**config.mk**
```make
export PLATFORM = sky130hd
export DESIGN_NAME = drive_mode_sequencer
export DESIGN_NICKNAME = d
export VERILOG_FILES = /design/src/rtl/drive_mode_sequencer.sv
export SDC_FILE = /design/constraint.sdc
export NUM_CORES = 1
export LEC_CHECK = 0
export CAP_MARGIN = 20
export CORE_UTILIZATION = 49
export DETAILED_ROUTE_END_ITERATION = 8
export PLACE_DENSITY = 0.76
export SYNTH_ARGS = -nofsm -noshare
export SYNTH_HDL_FRONTEND = slang
export SYNTH_SLANG_ARGS = --single-unit
```
**constraint.sdc**
```tcl
create_clock -name clk -period 2 [get_ports clk]
set_clock_uncertainty 0.05 [all_clocks]
set_input_delay 0.4 -clock clk [delete_from_list [all_inputs] [get_ports clk]]
set_output_delay 0.4 -clock clk [all_outputs]
set_load 0.01 [all_outputs]
```
**src/rtl/drive_mode_sequencer.sv**
```systemverilog
// drive_mode_sequencer
//
// Runs up to three motor-direction clients one after another. After an
// accepted Start rising edge the selected clients (ModeMask) are served
// lowest index first: a dead-time gap with the motor off, a one-cycle enable
// pulse to the client, then RUN, where the client's duty/direction request is
// forwarded to the motor outputs one cycle late. RUN ends on the client's
// done, on timeout, on a shoot-through request, or on Abort.
//
// Ports
//   clk, rst_n             clock, asynchronous active-low reset
//   Start                  mission start (rising edge used)
//   Pause                  level, freezes motion and counters
//   Abort                  level, forces FAULT code 11 while busy
//   ModeMask[2:0]          participating clients, sampled on accepted Start
//   ClientDone[2:0]        per-client completion
//   ClientDutyA/B[5:0]     client i duty at [2i+1:2i]
//   ClientDir[11:0]        client i {FWDA,FWDB,BWDA,BWDB} at [4i+3:4i]
//   ClientEnable[2:0]      one-cycle start pulse to the selected client
//   DutyCycleA/B[1:0], FWDA, FWDB, BWDA, BWDB   motor command
//   Active[1:0]            current client, 2'b11 when not busy
//   Busy, Done (pulse), Fault[1:0] (00 none, 01 timeout, 10 shoot-through, 11 abort)
module drive_mode_sequencer #(
    parameter logic [7:0]  DEADTIME = 8'd100,
    parameter logic [23:0] TIMEOUT  = 24'd10_000_000
) (
    input  logic        clk,
    input  logic        rst_n,
    input  logic        Start,
    input  logic        Pause,
    input  logic        Abort,
    input  logic [2:0]  ModeMask,
    input  logic [2:0]  ClientDone,
    input  logic [5:0]  ClientDutyA,
    input  logic [5:0]  ClientDutyB,
    input  logic [11:0] ClientDir,
    output logic [2:0]  ClientEnable,
    output logic [1:0]  DutyCycleA,
    output logic [1:0]  DutyCycleB,
    output logic        FWDA,
    output logic        FWDB,
    output logic        BWDA,
    output logic        BWDB,
    output logic [1:0]  Active,
    output logic        Busy,
    output logic        Done,
    output logic [1:0]  Fault
);

    typedef enum logic [2:0] {
        ST_IDLE, ST_DEAD, ST_ARM, ST_RUN, ST_PAUSED, ST_COMPLETE, ST_FAULT
    } state_t;

    state_t      state_reg;
    logic        start_q_reg;
    logic [2:0]  mask_reg;
    logic [1:0]  idx_reg;
    logic [7:0]  dead_cnt_reg;
    logic [23:0] tmo_cnt_reg;

    // Per-client slices; entry 3 exists so a 2-bit index never leaves the array.
    logic [1:0] duty_a_arr [4];
    logic [1:0] duty_b_arr [4];
    logic [3:0] dir_arr    [4];

    generate
        for (genvar gi = 0; gi < 3; gi++) begin : g_client
            assign duty_a_arr[gi] = ClientDutyA[2*gi+1 -: 2];
            assign duty_b_arr[gi] = ClientDutyB[2*gi+1 -: 2];
            assign dir_arr[gi]    = ClientDir[4*gi+3 -: 4];
        end
    endgenerate
    assign duty_a_arr[3] = 2'b00;
    assign duty_b_arr[3] = 2'b00;
    assign dir_arr[3]    = 4'b0000;

    logic [1:0] sel_duty_a;
    logic [1:0] sel_duty_b;
    logic [3:0] sel_dir;
    logic       sel_done;
    logic [3:0] done_pad;
    logic       shoot;
    logic       start_edge;
    logic [2:0] mask_left;
    logic       fault_hit;
    logic [1:0] fault_code;

    assign done_pad   = {1'b0, ClientDone};
    assign sel_duty_a = duty_a_arr[idx_reg];
    assign sel_duty_b = duty_b_arr[idx_reg];
    assign sel_dir    = dir_arr[idx_reg];
    assign sel_done   = done_pad[idx_reg];
    // Both legs of the same half-bridge requested at once.
    assign shoot      = (sel_dir[3] & sel_dir[1]) | (sel_dir[2] & sel_dir[0]);
    assign start_edge = Start & ~start_q_reg;
    assign mask_left  = mask_reg & ~(3'b001 << idx_reg);

    function automatic logic [1:0] lowest_client(input logic [2:0] m);
        if (m[0])      return 2'd0;
        else if (m[1]) return 2'd1;
        else           return 2'd2;
    endfunction

    // Fault conditions in priority order; done outranks the timeout.
    always_comb begin
        fault_hit  = 1'b0;
        fault_code = 2'b00;
        case (state_reg)
            ST_DEAD, ST_ARM, ST_PAUSED: begin
                if (Abort) begin
                    fault_hit  = 1'b1;
                    fault_code = 2'b11;
                end
            end
            ST_RUN: begin
                if (Abort) begin
                    fault_hit  = 1'b1;
                    fault_code = 2'b11;
                end else if (shoot) begin
                    fault_hit  = 1'b1;
                    fault_code = 2'b10;
                end else if (!sel_done && tmo_cnt_reg == TIMEOUT - 24'd1) begin
                    fault_hit  = 1'b1;
                    fault_code = 2'b01;
                end
            end
            default: ;
        endcase
    end

    always_ff @(posedge clk or negedge rst_n) begin
        if (!rst_n) begin
            state_reg    <= ST_IDLE;
            start_q_reg  <= 1'b0;
            mask_reg     <= 3'b000;
            idx_reg      <= 2'd0;
            dead_cnt_reg <= 8'd0;
            tmo_cnt_reg  <= 24'd0;
            ClientEnable <= 3'b000;
            DutyCycleA   <= 2'b00;
            DutyCycleB   <= 2'b00;
            FWDA         <= 1'b0;
            FWDB         <= 1'b0;
            BWDA         <= 1'b0;
            BWDB         <= 1'b0;
            Active       <= 2'b11;
            Busy         <= 1'b0;
            Done         <= 1'b0;
            Fault        <= 2'b00;
        end else begin
            start_q_reg  <= Start;
            // Pulses and motor command default to off; only a clean RUN
            // cycle forwards the client request.
            ClientEnable <= 3'b000;
            Done         <= 1'b0;
            DutyCycleA   <= 2'b00;
            DutyCycleB   <= 2'b00;
            FWDA         <= 1'b0;
            FWDB         <= 1'b0;
            BWDA         <= 1'b0;
            BWDB         <= 1'b0;

            if (fault_hit) begin
                state_reg <= ST_FAULT;
                Fault     <= fault_code;
                Busy      <= 1'b0;
                Active    <= 2'b11;
            end else begin
                case (state_reg)
                    ST_IDLE, ST_FAULT: begin
                        if (start_edge) begin
                            Fault <= 2'b00;
                            if (ModeMask != 3'b000) begin
                                mask_reg     <= ModeMask;
                                idx_reg      <= lowest_client(ModeMask);
                                Active       <= lowest_client(ModeMask);
                                dead_cnt_reg <= 8'd0;
                                Busy         <= 1'b1;
                                state_reg    <= ST_DEAD;
                            end else begin
                                Done      <= 1'b1;
                                state_reg <= ST_COMPLETE;
                            end
                        end
                    end
                    ST_DEAD: begin
                        if (!Pause) begin
                            if (DEADTIME == 8'd0 || dead_cnt_reg == DEADTIME - 8'd1) begin
                                ClientEnable <= 3'b001 << idx_reg;
                                state_reg    <= ST_ARM;
                            end else begin
                                dead_cnt_reg <= dead_cnt_reg + 8'd1;
                            end
                        end
                    end
                    ST_ARM: begin
                        tmo_cnt_reg <= 24'd0;
                        state_reg   <= ST_RUN;
                    end
                    ST_RUN: begin
                        if (sel_done) begin
                            mask_reg <= mask_left;
                            if (mask_left != 3'b000) begin
                                idx_reg      <= lowest_client(mask_left);
                                Active       <= lowest_client(mask_left);
                                dead_cnt_reg <= 8'd0;
                                state_reg    <= ST_DEAD;
                            end else begin
                                Done      <= 1'b1;
                                Busy      <= 1'b0;
                                Active    <= 2'b11;
                                state_reg <= ST_COMPLETE;
                            end
                        end else if (Pause) begin
                            state_reg <= ST_PAUSED;
                        end else begin
                            tmo_cnt_reg <= tmo_cnt_reg + 24'd1;
                            DutyCycleA  <= sel_duty_a;
                            DutyCycleB  <= sel_duty_b;
                            FWDA        <= sel_dir[3];
                            FWDB        <= sel_dir[2];
                            BWDA        <= sel_dir[1];
                            BWDB        <= sel_dir[0];
                        end
                    end
                    ST_PAUSED: begin
                        // Resume without re-enabling the client.
                        if (!Pause) state_reg <= ST_RUN;
                    end
                    ST_COMPLETE: state_reg <= ST_IDLE;
                    default:     state_reg <= ST_IDLE;
                endcase
            end
        end
    end

endmodule
```
==> metrics.md <==
| Metric | Value |
|---|---|
| Post-Route Setup TNS | `-12880 ps` |
| Clk buf depth | `2` |
| Worst rel slew slack | `0.623` |
| Clock-pin slew on the worst setup and hold paths | `70 ps` |
| CTS tree | `built` |
| Final Slew Violations | `0` |
| Min-Delay Path Depth | `1` |
| VDD IR max | `546 uV` |
| Fraction of layout cells with a size suffix above 1 | `0.327` |
| Final hold vios | `0` |
| Fin crit period | `2380 ps` |
| Vias in the first global route | `3611` |
| HPWL Detailed | `7040 um` |
| Worst path most repeated cell | `buf_4` |
| Post-synthesis register bit count | `58` |
| GR Overflow Total | `0` |
| Worst-Margin Slew | `557 ps` |
| Fillers | `438` |
| DRT iter0 DRCs | `297` |
| Max_cap viols | `0` |
| Main synth FF type | `dfrtp_1` |
| Post-synthesis compound-gate area fraction | `0.215` |
| Setup slack after layout | `-385 ps` |
| Failing checks | `setup timing` |
| Placed cell area | `0.00467 mm2` |
| RSZ-0062 raised after global routing | `true` |
| Crit. Startpoint | `idx_reg[0]` |
| Hold WC Path Type | `reg2reg` |
| WP data required | `2240 ps` |
| Gpl congestion | `0.873` |
| Post-synth cell types | `60` |
| Synth area leader | `dfrtp_1` |
| Layout area overhead | `53.8%` |
| Crit-path max cell delay | `510 ps` |
| Register area share after synthesis | `0.420` |
| Number of CTS-inserted buffers | `9` |
| Highest Clock Rate | `419 MHz` |
| Adder-cell share of the synthesized area | `0.00723` |
| Clk sinks | `58` |
| Vias | `3810` |
| Drt via density | `6.00` |
| Clock latency on the worst-skew pair | `350 ps` |
| CP Max Fanout | `8` |
| Leak | `2.27 nW` |
| Mux contribution to synthesized area | `0.0416` |
| Kind of critical path | `reg2reg` |
| Site Rows | `30` |
| CP Cell Sequence | `mux2i_2, o211ai_1, buf_4, buf_4, nor3_1, nand3_1, buf_4, nor3_1, o22a_1` |
| Layout Cells excl Fill | `635` |
| Startpoint types | `flip-flop` |
| DRC Markers | `0` |
| Initial Util | `0.509` |
| Remaining antenna violation count | `0` |
| FF-to-FF Start | `idx_reg[0]` |
| Total GRT Usage | `0.290` |
| Cells after Synth | `394` |
| FFs w/ async S/R, synth | `1.00` |
| H-tree depth | `3` |
| R2R cell count | `9` |
| Setup violators final | `56` |
| Register area | `0.00146 mm2` |
| Largest register FFs | `24` |
| Synth warn | `0` |
| Core area | `0.00679 mm2` |
| Combinational family with the most area after synthesis | `simple AND/OR/NAND/NOR gates` |
| Most common cell after layout, fill and taps aside | `buf_4` |
| Outcome | `finished with violations` |
| Antenna Diode Count | `0` |
| Post-placement cell count | `603` |
| Io pins | `52` |
| Critical-path top delay cell | `dfrtp_2` |
| Routed WL | `11400 um` |
| PortBufs | `51` |
| Top cell type's share of synthesized area | `0.405` |
| Hold Startpoint | `tmo_cnt_reg[23]` |
| Cell area power density | `1240 mW/mm2` |
| CTS Root Buffer Type | `clkbuf_8` |
| Area contributors post-synth | `dfrtp_1, nor2_1, nand2_1, o21ai_0, mux2i_1` |
| DIE HEIGHT | `86.0 um` |
| Post-synth EDFFs | `0` |
| Finished Cell Area | `0.00532 mm2` |
| Average wire per standard cell | `17.9 um` |
| Post-Syn Area | `0.00346 mm2` |
| Most frequent cells in the layout | `buf_4, dfrtp_1, clkdlybuf4s50_1` |
| Largest net degree at the start of global routing | `39` |
| DRT Pass-1 Iters | `4` |
| Xor and xnor area share after synthesis | `0.00253` |
| Critical path data arrival time | `2620 ps` |
| Critical path endpoint category | `flip-flop` |
| Avg Inst Size Synth | `8.78 um2` |
| First-pass GRT wire length | `16400 um` |
| Area of the multi-input gates | `0.00216 mm2` |
| Fin crit share | `1.19` |
| Die area | `0.00740 mm2` |
| Die Wd | `86.0 um` |
| Initial antenna violation count | `0` |
| Synth Net Count | `431` |
| Nets@finish | `571` |
| Post-Synth Simple-Gate Area | `0.262` |
==> cell type report <==
cell class / count / share of cell area
clock buffers: 14 / 0.0324
clock inverters: 2 / 0.00188
inverters: 10 / 0.00705
multi-input cells: 302 / 0.406
flip-flops and latches: 58 / 0.273
well taps: 96 / 0.0226
repair buffers: 153 / 0.257
==> logic make-up after synthesis <==
group | count (synthesis)
buffers and inverters | 34
multiplexers | 14
XOR/XNOR | 1
flip-flops | 58
AND/OR/NAND/NOR | 178
AO/OA/AOI/OAI | 107
adder cells (fa/ha/maj) | 2
==> worst paths after layout <==
check / endpoint / slack, ps
setup / recovery: tmo_cnt_reg[11] / -380
hold / removal: tmo_cnt_reg[23] / 450
setup reg to reg: tmo_cnt_reg[11] / -380
hold reg to reg: tmo_cnt_reg[23] / 450
max in group asynchronous: tmo_cnt_reg[17] / 810
min in group asynchronous: DutyCycleA[1] / 490
==> worst max-delay path, delay by kind of cell (launching register included) <==
| family | cells | cell delay (ps) |
|---|---|---|
| muxes | 1 | 360 |
| DFF | 1 | 510 |
| AOI/OAI and AO/OA | 2 | 270 |
| buffers and inverters | 3 | 510 |
| and+or+nand+nor | 3 | 630 |
==> per-stage QoR <==
stage	power (mW)	setup slack (ps)	hold slack [ps]	util
floorplan	3.39	-44.5	54.4	-
global placement	4.54	-390	321	0.688
detailed placement	4.63	-481	326	0.688
CTS	5.96	-193	449	0.744
global route	6.95	-395	473	0.783
finish	6.61	-385	454	0.783
==> power by group <==
part,leakage (nW),switching (mW),internal [mW]
logic,1.39,1.97,1.97
registers,0.776,0.228,1.39
clock network,0.0965,0.487,0.548
==> Yosys cell counts (2+ instances only) <==
library cell	n
buf_2	9
o22a_1	12
a2bb2oi_1	8
nand2b_1	8
nor3_1	12
nor4b_1	2
o21ai_1	4
o211ai_1	2
mux2i_1	11
nor3b_1	3
a31oi_1	2
a21boi_0	2
a21o_1	2
nand2_1	41
dfstp_2	2
dfrtp_1	56
buf_6	5
and4_1	3
buf_1	2
nand4_1	10
o31ai_1	7
nor2b_1	3
nor4_1	6
and3_1	9
nand3_1	19
ha_1	2
inv_1	9
clkbuf_1	8
a221o_1	4
a311o_1	2
nand3b_1	3
and2_1	3
o21a_1	4
o21ai_0	24
nor2_1	42
o22ai_1	2
or4_1	3
or3_1	4
mux2_2	3
a21oi_1	20
nand4b_1	2
==> per-layer routing <==
layer / up-vias / global-route usage / routed length [um]
li1: 1745 / - / -
met1: 1878 / 0.335 / 4680
met2: 135 / 0.505 / 5690
met3: 52 / 0.0491 / 468
met4: 0 / 0.170 / 510
met5: - / 0 / 0
==> timing repair <==
item | CTS | global route
buffers inserted | 6 | 7
endpoints found under the hold margin | 18 | 0
hold buffers | 1 | 0
cloned | 0 | 2
pin swaps | 5 | 19
setup endpoints to repair | 56 | 57
gates resized for setup | 38 | 38
No activity file was read; power rests on OpenSTA's default activity.
